==> config.mk <==
export PLATFORM = sky130hd
export DESIGN_NAME = serial_adder_ctrl
export DESIGN_NICKNAME = d
export VERILOG_FILES = /design/src/rtl/serial_adder_pkg.sv /design/src/rtl/full_adder_cell.sv /design/src/rtl/serial_adder_ctrl.sv
export SDC_FILE = /design/constraint.sdc
export NUM_CORES = 1
export LEC_CHECK = 0
export BUFFER_PORTS_ARGS = -buffer_cell sky130_fd_sc_hd__buf_4
export CAP_MARGIN = 40
export CORE_ASPECT_RATIO = 1.25
export CORE_UTILIZATION = 55
export CTS_BUF_LIST = sky130_fd_sc_hd__clkbuf_4
export DETAILED_ROUTE_END_ITERATION = 16
export MAX_ROUTING_LAYER = met4
export PLACE_DENSITY_LB_ADDON = 0.08
export SLEW_MARGIN = 20
export SYNTH_ARGS = -nofsm -noshare
export SYNTH_HDL_FRONTEND = slang
export SYNTH_SLANG_ARGS = --single-unit
==> constraint.sdc <==
create_clock -name clk -period 1.95 [get_ports clk]
set_input_delay 0.0975 -clock clk [delete_from_list [all_inputs] [get_ports clk]]
set_output_delay 0.0975 -clock clk [all_outputs]
set_load 0.005 [all_outputs]
==> src/rtl/serial_adder_pkg.sv <==
// rtl/serial_adder_pkg.sv - shared types and constants for the serial adder controller
//
// Purpose: controller FSM state encoding and the default operand width.
// Ports:   none (package).

package serial_adder_pkg;

    localparam int DEFAULT_WIDTH = 8;

    typedef enum logic [1:0] {
        IDLE = 2'd0,
        RUN  = 2'd1,
        DONE = 2'd2
    } state_t;

endpackage

==> src/rtl/full_adder_cell.sv <==
// rtl/full_adder_cell.sv - single-bit gate-level full adder
//
// Purpose: one bit of addition; the serial controller reuses this cell every cycle.
// Ports:
//   a, b  - operand bits
//   ci    - carry in
//   s     - sum bit
//   co    - carry out

module full_adder_cell (
    input  logic a,
    input  logic b,
    input  logic ci,
    output logic s,
    output logic co
);

    logic a_xor_b;

    assign a_xor_b = a ^ b;
    assign s       = a_xor_b ^ ci;
    assign co      = (a & b) | (ci & a_xor_b);

endmodule

==> src/rtl/serial_adder_ctrl.sv <==
// rtl/serial_adder_ctrl.sv - bit-serial WIDTH-bit adder sequencing one full-adder cell
//
// Purpose: accepts an operand pair on start, adds LSB first one bit per clock
//          through a single full_adder_cell, then pulses done with registered
//          sum/cout. {cout, sum} = a + b + cin.
// Ports:
//   clk    - system clock, rising edge
//   rst_n  - asynchronous active-low reset
//   start  - request, sampled only in IDLE
//   a, b   - WIDTH-bit operands, captured on the accepting edge
//   cin    - carry in, captured on the accepting edge
//   busy   - high in RUN and DONE
//   done   - one-cycle completion pulse
//   sum    - WIDTH-bit result, updates only on completion
//   cout   - final carry out, updates only on completion

module serial_adder_ctrl
    import serial_adder_pkg::*;
#(
    parameter int WIDTH = DEFAULT_WIDTH
) (
    input  logic             clk,
    input  logic             rst_n,
    input  logic             start,
    input  logic [WIDTH-1:0] a,
    input  logic [WIDTH-1:0] b,
    input  logic             cin,
    output logic             busy,
    output logic             done,
    output logic [WIDTH-1:0] sum,
    output logic             cout
);

    localparam int               CNT_W    = (WIDTH > 1) ? $clog2(WIDTH) : 1;
    localparam logic [CNT_W-1:0] CNT_LAST = CNT_W'(WIDTH - 1);

    state_t           state_q;
    logic [CNT_W-1:0] cnt_q;
    logic [WIDTH-1:0] sha_q;
    logic [WIDTH-1:0] shb_q;
    logic             carry_q;
    logic [WIDTH-1:0] res_q;
    logic             busy_q;
    logic             done_q;
    logic [WIDTH-1:0] sum_q;
    logic             cout_q;

    logic             fa_s;
    logic             fa_co;
    logic [WIDTH-1:0] res_d;

    full_adder_cell u_fa (
        .a  (sha_q[0]),
        .b  (shb_q[0]),
        .ci (carry_q),
        .s  (fa_s),
        .co (fa_co)
    );

    // Result fills from the MSB end so after WIDTH shifts bit 0 sits at bit 0.
    assign res_d = {fa_s, res_q[WIDTH-1:1]};

    always_ff @(posedge clk or negedge rst_n) begin
        if (!rst_n) begin
            state_q <= IDLE;
            cnt_q   <= '0;
            sha_q   <= '0;
            shb_q   <= '0;
            carry_q <= 1'b0;
            res_q   <= '0;
            busy_q  <= 1'b0;
            done_q  <= 1'b0;
            sum_q   <= '0;
            cout_q  <= 1'b0;
        end else begin
            case (state_q)
                IDLE: begin
                    done_q <= 1'b0;
                    if (start) begin
                        sha_q   <= a;
                        shb_q   <= b;
                        carry_q <= cin;
                        cnt_q   <= '0;
                        busy_q  <= 1'b1;
                        state_q <= RUN;
                    end
                end
                RUN: begin
                    sha_q   <= sha_q >> 1;
                    shb_q   <= shb_q >> 1;
                    carry_q <= fa_co;
                    res_q   <= res_d;
                    // Last bit: publish the completed result on this same edge
                    // and leave the counter at WIDTH-1 so it never wraps.
                    if (cnt_q == CNT_LAST) begin
                        sum_q   <= res_d;
                        cout_q  <= fa_co;
                        done_q  <= 1'b1;
                        state_q <= DONE;
                    end else begin
                        cnt_q <= cnt_q + CNT_W'(1);
                    end
                end
                DONE: begin
                    done_q  <= 1'b0;
                    busy_q  <= 1'b0;
                    state_q <= IDLE;
                end
                default: begin
                    done_q  <= 1'b0;
                    busy_q  <= 1'b0;
                    state_q <= IDLE;
                end
            endcase
        end
    end

    assign busy = busy_q;
    assign done = done_q;
    assign sum  = sum_q;
    assign cout = cout_q;

endmodule

# Yosys cells after proc, flatten, opt, wreduce, memory -nomap -nowiden
# Index checks and enable logic that the tools add are counted.
# Widths: inputs -> output; s select.
dict set report word_totals {
  elab_cells 45
  output_inout_bits 11
  reg_bits 41
  inputBits 20
}
dict set report op_classes {
  bitwise 6
  reduce_logical 7
  muxes 16
  eq_ne 5
  add_sub_neg 1
}
# operator n
set ops {}
lappend ops {{$pmux 8 s2} 2}
lappend ops {{$mux 8} 2}
lappend ops {{$reduce_and 2->1} 4}
lappend ops {{$mux 3} 2}
lappend ops {{$ne 2x2->1 const B} 3}
lappend ops {{$pmux 3 s2} 1}
lappend ops {{$mux 1} 4}
lappend ops {{$mux 2} 2}
lappend ops {{$pmux 1 s2} 2}
lappend ops {{$pmux 2 s2} 1}
lappend ops {{$add 3x1->3 const B} 1}
lappend ops {{$eq 3x3->1 const B} 1}
lappend ops {{$reduce_and 3->1} 1}
lappend ops {{$and 1x1->1} 2}
lappend ops {{$eq 2x1->1 const B} 1}
lappend ops {{$logic_not 2->1} 1}
lappend ops {{$reduce_bool 2->1} 1}
lappend ops {{$xor 1x1->1} 2}
lappend ops {{$not 1->1} 1}
lappend ops {{$or 1x1->1} 1}

# Longest topological paths before layout
dict set report depth {
  word_depth 4
  depth_mapped 5
  ltp_nobuf 4
}

# Cells and area by module
# Synthesis repeated with hierarchy kept, for this count alone.
dict set report hier_totals {
  cells_unflattened 164
  area_unflattened_um2 1780.5
}
# module seq_area_each_um2 n_inst area_each_um2 cells_per_inst
set modules_own_cells {}
lappend modules_own_cells {serial_adder_ctrl 1001.0 1 1760.4 163}
lappend modules_own_cells {full_adder_cell 0.0 1 20.0 1}

# Least setup slack after synthesis
# OpenSTA, ideal clock, no wires.
dict set report synth_timing {
  kind {reg2reg}
  startpoint {register cnt_q[0]}
  endpoint {register cout_q (netlist: cout)}
  t_required_ps 1825
  synth_period_minus_slack_ps 1475
  n_path_buf 1
  arrival_time_ps 1350
  path_stages_with_launch 6
  path_slack_ps 475
  setup_time_ps 125
  cell_sequence {dfrtp_1 > ha_1 > ha_1 > nand3b_1 > buf_4 > mux2_2}
}
dict set report synth_via {
  elab_chain_len 2
}
# element line
set synth_rtl {}
lappend synth_rtl {{from (decl)} serial_adder_ctrl.sv:38} ;# logic [CNT_W-1:0] cnt_q;
lappend synth_rtl {{from (signal assigned)} serial_adder_ctrl.sv:101} ;# cnt_q <= cnt_q + CNT_W'(1);
lappend synth_rtl {{$eq 3x3->1} serial_adder_ctrl.sv:95} ;# if (cnt_q == CNT_LAST) begin
lappend synth_rtl {{$reduce_and 2->1 (no line)} -}
lappend synth_rtl {{to (signal assigned)} serial_adder_ctrl.sv:97} ;# cout_q <= fa_co;
lappend synth_rtl {{to (decl)} serial_adder_ctrl.sv:46} ;# logic cout_q;
# Every way passes these cells.
# A chain may end at the register's enable or synchronous reset.

# Worst setup path in the final report
dict set report layout_timing {
  startpoint {register cnt_q[0]}
  endpoint {register sum_q[5] (netlist: sum[5])}
}
dict set report layout_via {
  elab_chain_len 2
}
# element line
set layout_rtl {}
lappend layout_rtl {{$eq 3x3->1} serial_adder_ctrl.sv:95}
lappend layout_rtl {{$reduce_and 2->1 (no line)} -}
lappend layout_rtl {{to (signal assigned)} serial_adder_ctrl.sv:96} ;# sum_q <= res_d;
lappend layout_rtl {{to (decl)} serial_adder_ctrl.sv:45} ;# logic [WIDTH-1:0] sum_q;
# Every way passes these cells.

==> results.toml <==
[power]
power_density_nw_per_um2 = 1490
power_w = 0.00326
vdd.ir_drop.worst_uv = 953
p_switching_w = 0.00102
p_comb_frac = 0.379
leakage_nw = 1.01
cellInternalPower_w = 0.00224
switching_share = 0.313
seq_power_share = 0.454
p_clk_frac = 0.167

[floorplanning]
core_sq_um = 3220
die_w_microns = 53.9
die_h_microns = 66.9
initial_utilization = 0.575
die_area_sq_um = 3600
rows = 23
boundaryPins = 31

[setup_path]
r2r-start = "cnt_q[0]"
start_kind = "flop"
critPathCaptureType = "flop"
cp-startpoint = "cnt_q[0]"
worst_ep_required_time_ns = 2.18
crit_type = "flop to flop"
cp_max_fo = 10
cp.arrival_ns = 2.01

[yosys]
syn_area_sq_um = 1850
avgSynthCellArea_sq_um = 12.9
synth_top_family_by_area = "simple AND/OR/NAND/NOR gates"
synthCells = 143
synth_nets = 167
synth_compound_area_frac = 0.120
synthDistinctLibCells = 26
synth_edf_count = 0
async_reset_ff_frac = 1.00
synth.mux.area_fraction = 0.0973
synth_xor_area_frac = 0
synth_ff_type = "dfrtp_1"
ys_seq_area_frac = 0.541
synth.ff_latch_count = 40
synth-adder-area-share = 0.0311
yosys.area_share.simple = 0.154
synth_warnings = 0

[clock_network]
cts.sinks = 40
post-cts-setup-buffers = 0
clk_latency_ns = 0.34
cts.path.max_buffers = 2
clockRootBuffer = "clkbuf_4"
tritoncts = "built"
numCtsBuffers = 5
clk_pin_slew_ns = 0.11
cts_htree_levels = 2

[place]
dp.cells = 204
post-place-ws_ns = 0.167
place_congestion = 0.695
dp_hpwl_microns = 2370
placed_area_sq_um = 2100
io_buffer_count = 30

[grt]
grt_max_degree = 41
antenna_found_initial = 0
grt_pass1_vias = 1256
overflow = 0
grt_pass1_wl_microns = 5600
grt_use_total = 0.228

[layout]
layout.area.seq_sq_um = 1000
fillers = 239
design_area_sq_um = 2190
fin_cells = 213
area_growth_pct = 18.2
drive_gt1_frac = 0.409
layout.nets = 199
multi_input_area_sq_um = 744
diodes = 0

[timing]
grt_setup_unrepaired = "false"
slew_headroom = 0.660
fin_ws_ns = 0.177
skew_ns = 0.00430
min_period_over_period = 0.909
drv_slew = 0
hold_viol = 0
fmax_mhz = 564
period_minus_slack_ns = 1.77
tightest_slew_ns = 0.509
setup_violations = 0
setup_tns_ns = 0

[route]
wire_per_inst_microns = 16.2
drtPass1Iterations = 4
drc_errors = 0
wl_microns = 3460
drt.antenna.violating_nets = 0
via_count = 1247
drt_iter0_drc = 34
via_per_inst = 5.85

[flow_run]
max-cap-violations = 0

[hold_path]
min_path_type = "input port to flop"
hold_start = "cin"

[run_status]
status = "completed"
==> layout make-up <==
| cell class | instances | share of cell area |
|---|---|---|
| clock buffer | 6 | 0.0206 |
| clock inverter | 2 | 0.0160 |
| inverter | 10 | 0.0171 |
| multi-input combinational | 81 | 0.340 |
| sequential | 40 | 0.457 |
| tap | 37 | 0.0211 |
| timing repair buffer | 37 | 0.128 |
==> power groups by stage <==
| stage | clock network [W] | registers [W] | logic (W) |
|---|---|---|---|
| finish | 0.000543 | 0.00148 | 0.00124 |
| global route | 0.000590 | 0.00153 | 0.00138 |
| CTS | 0.000562 | 0.00148 | 0.00125 |
| detailed placement | 0 | 0.00150 | 0.00125 |
| global placement | 0 | 0.00148 | 0.00120 |
| floorplan | 0 | 0.00143 | 0.000895 |
==> routing by layer <==
layer	GRT usage	wire length [microns]
met5	-	0
met4	0.0888	60
met3	0.0616	92
met2	0.378	1870
met1	0.254	1440
==> kinds of logic after synthesis <==
| kind of cell | after synthesis |
|---|---|
| flops | 40 |
| simple gates | 37 |
| compound gates | 24 |
| buf+inv | 22 |
| mux | 16 |
| fa+ha+maj | 4 |
==> state kept, by name (all words and copies together) (netlist names) <==
register and count:
sha_q 8, shb_q 8, sum 8, res_q 7
cnt_q 3, state_q 2, busy 1, carry_q 1
cout 1, done 1
==> worst max-delay path: stages, from the launching register on <==
cell      delay (ns)
dfrtp_1         0.43
ha_1            0.24
ha_1            0.22
nand3b_1        0.39
mux2_2          0.40
==> what timing repair did <==
action	4_1_cts	5_1_grt
endpoints found under the hold margin	40	0
hold buffers	1	0
resized for setup	0	0
==> path summary, 6_finish.rpt <==
kind	to	slack, ns	depth (start not counted)
max	sum[5]	0.18	4
min	carry_q	0.10	3
max reg2reg	sum[5]	0.18	4
min reg2reg	sum[0]	0.52	1
max in group asynchronous	state_q[0]	1.35	2
min in group asynchronous	sum[0]	0.25	2
==> per-stage QoR <==
step | hold WS, ns | util
2_1_floorplan | -0.198 | -
3_3_place_gp | 0.0970 | 0.651
3_5_place_dp | 0.101 | 0.651
4_1_cts | 0.0850 | 0.679
5_1_grt | 0.0852 | 0.679
6_report | 0.102 | 0.679
==> synthesized netlist by cell type (all sizes together), types with 4 or more instances <==
cell type	n	area [sq um]
a211oi	5	37.5
buf	8	53.8
clkbuf	4	15.0
dfrtp	40	1000
inv	10	37.5
mux2	16	180
nand2b	4	25.0
nor3b	7	52.6
nor4b	5	43.8
o221a	10	113
or4b	10	100
==> cell usage in the layout, fill, tap and decap left out, types with 2 or more instances in the layout <==
| cell | n |
|---|---|
| nor4bb_1 | 2 |
| a211oi_1 | 5 |
| buf_4 | 36 |
| nor3b_1 | 7 |
| nand2_1 | 2 |
| ha_1 | 3 |
| a21oi_1 | 2 |
| nor4b_1 | 5 |
| nand2b_1 | 4 |
| nand3_1 | 3 |
| a211o_1 | 2 |
| o221a_2 | 10 |
| inv_1 | 10 |
| o221ai_1 | 3 |
| clkbuf_4 | 6 |
| dfrtp_1 | 40 |
| nor2_1 | 2 |
| mux2_2 | 16 |
| or4b_1 | 10 |
Power figures use the tool's default switching activity.
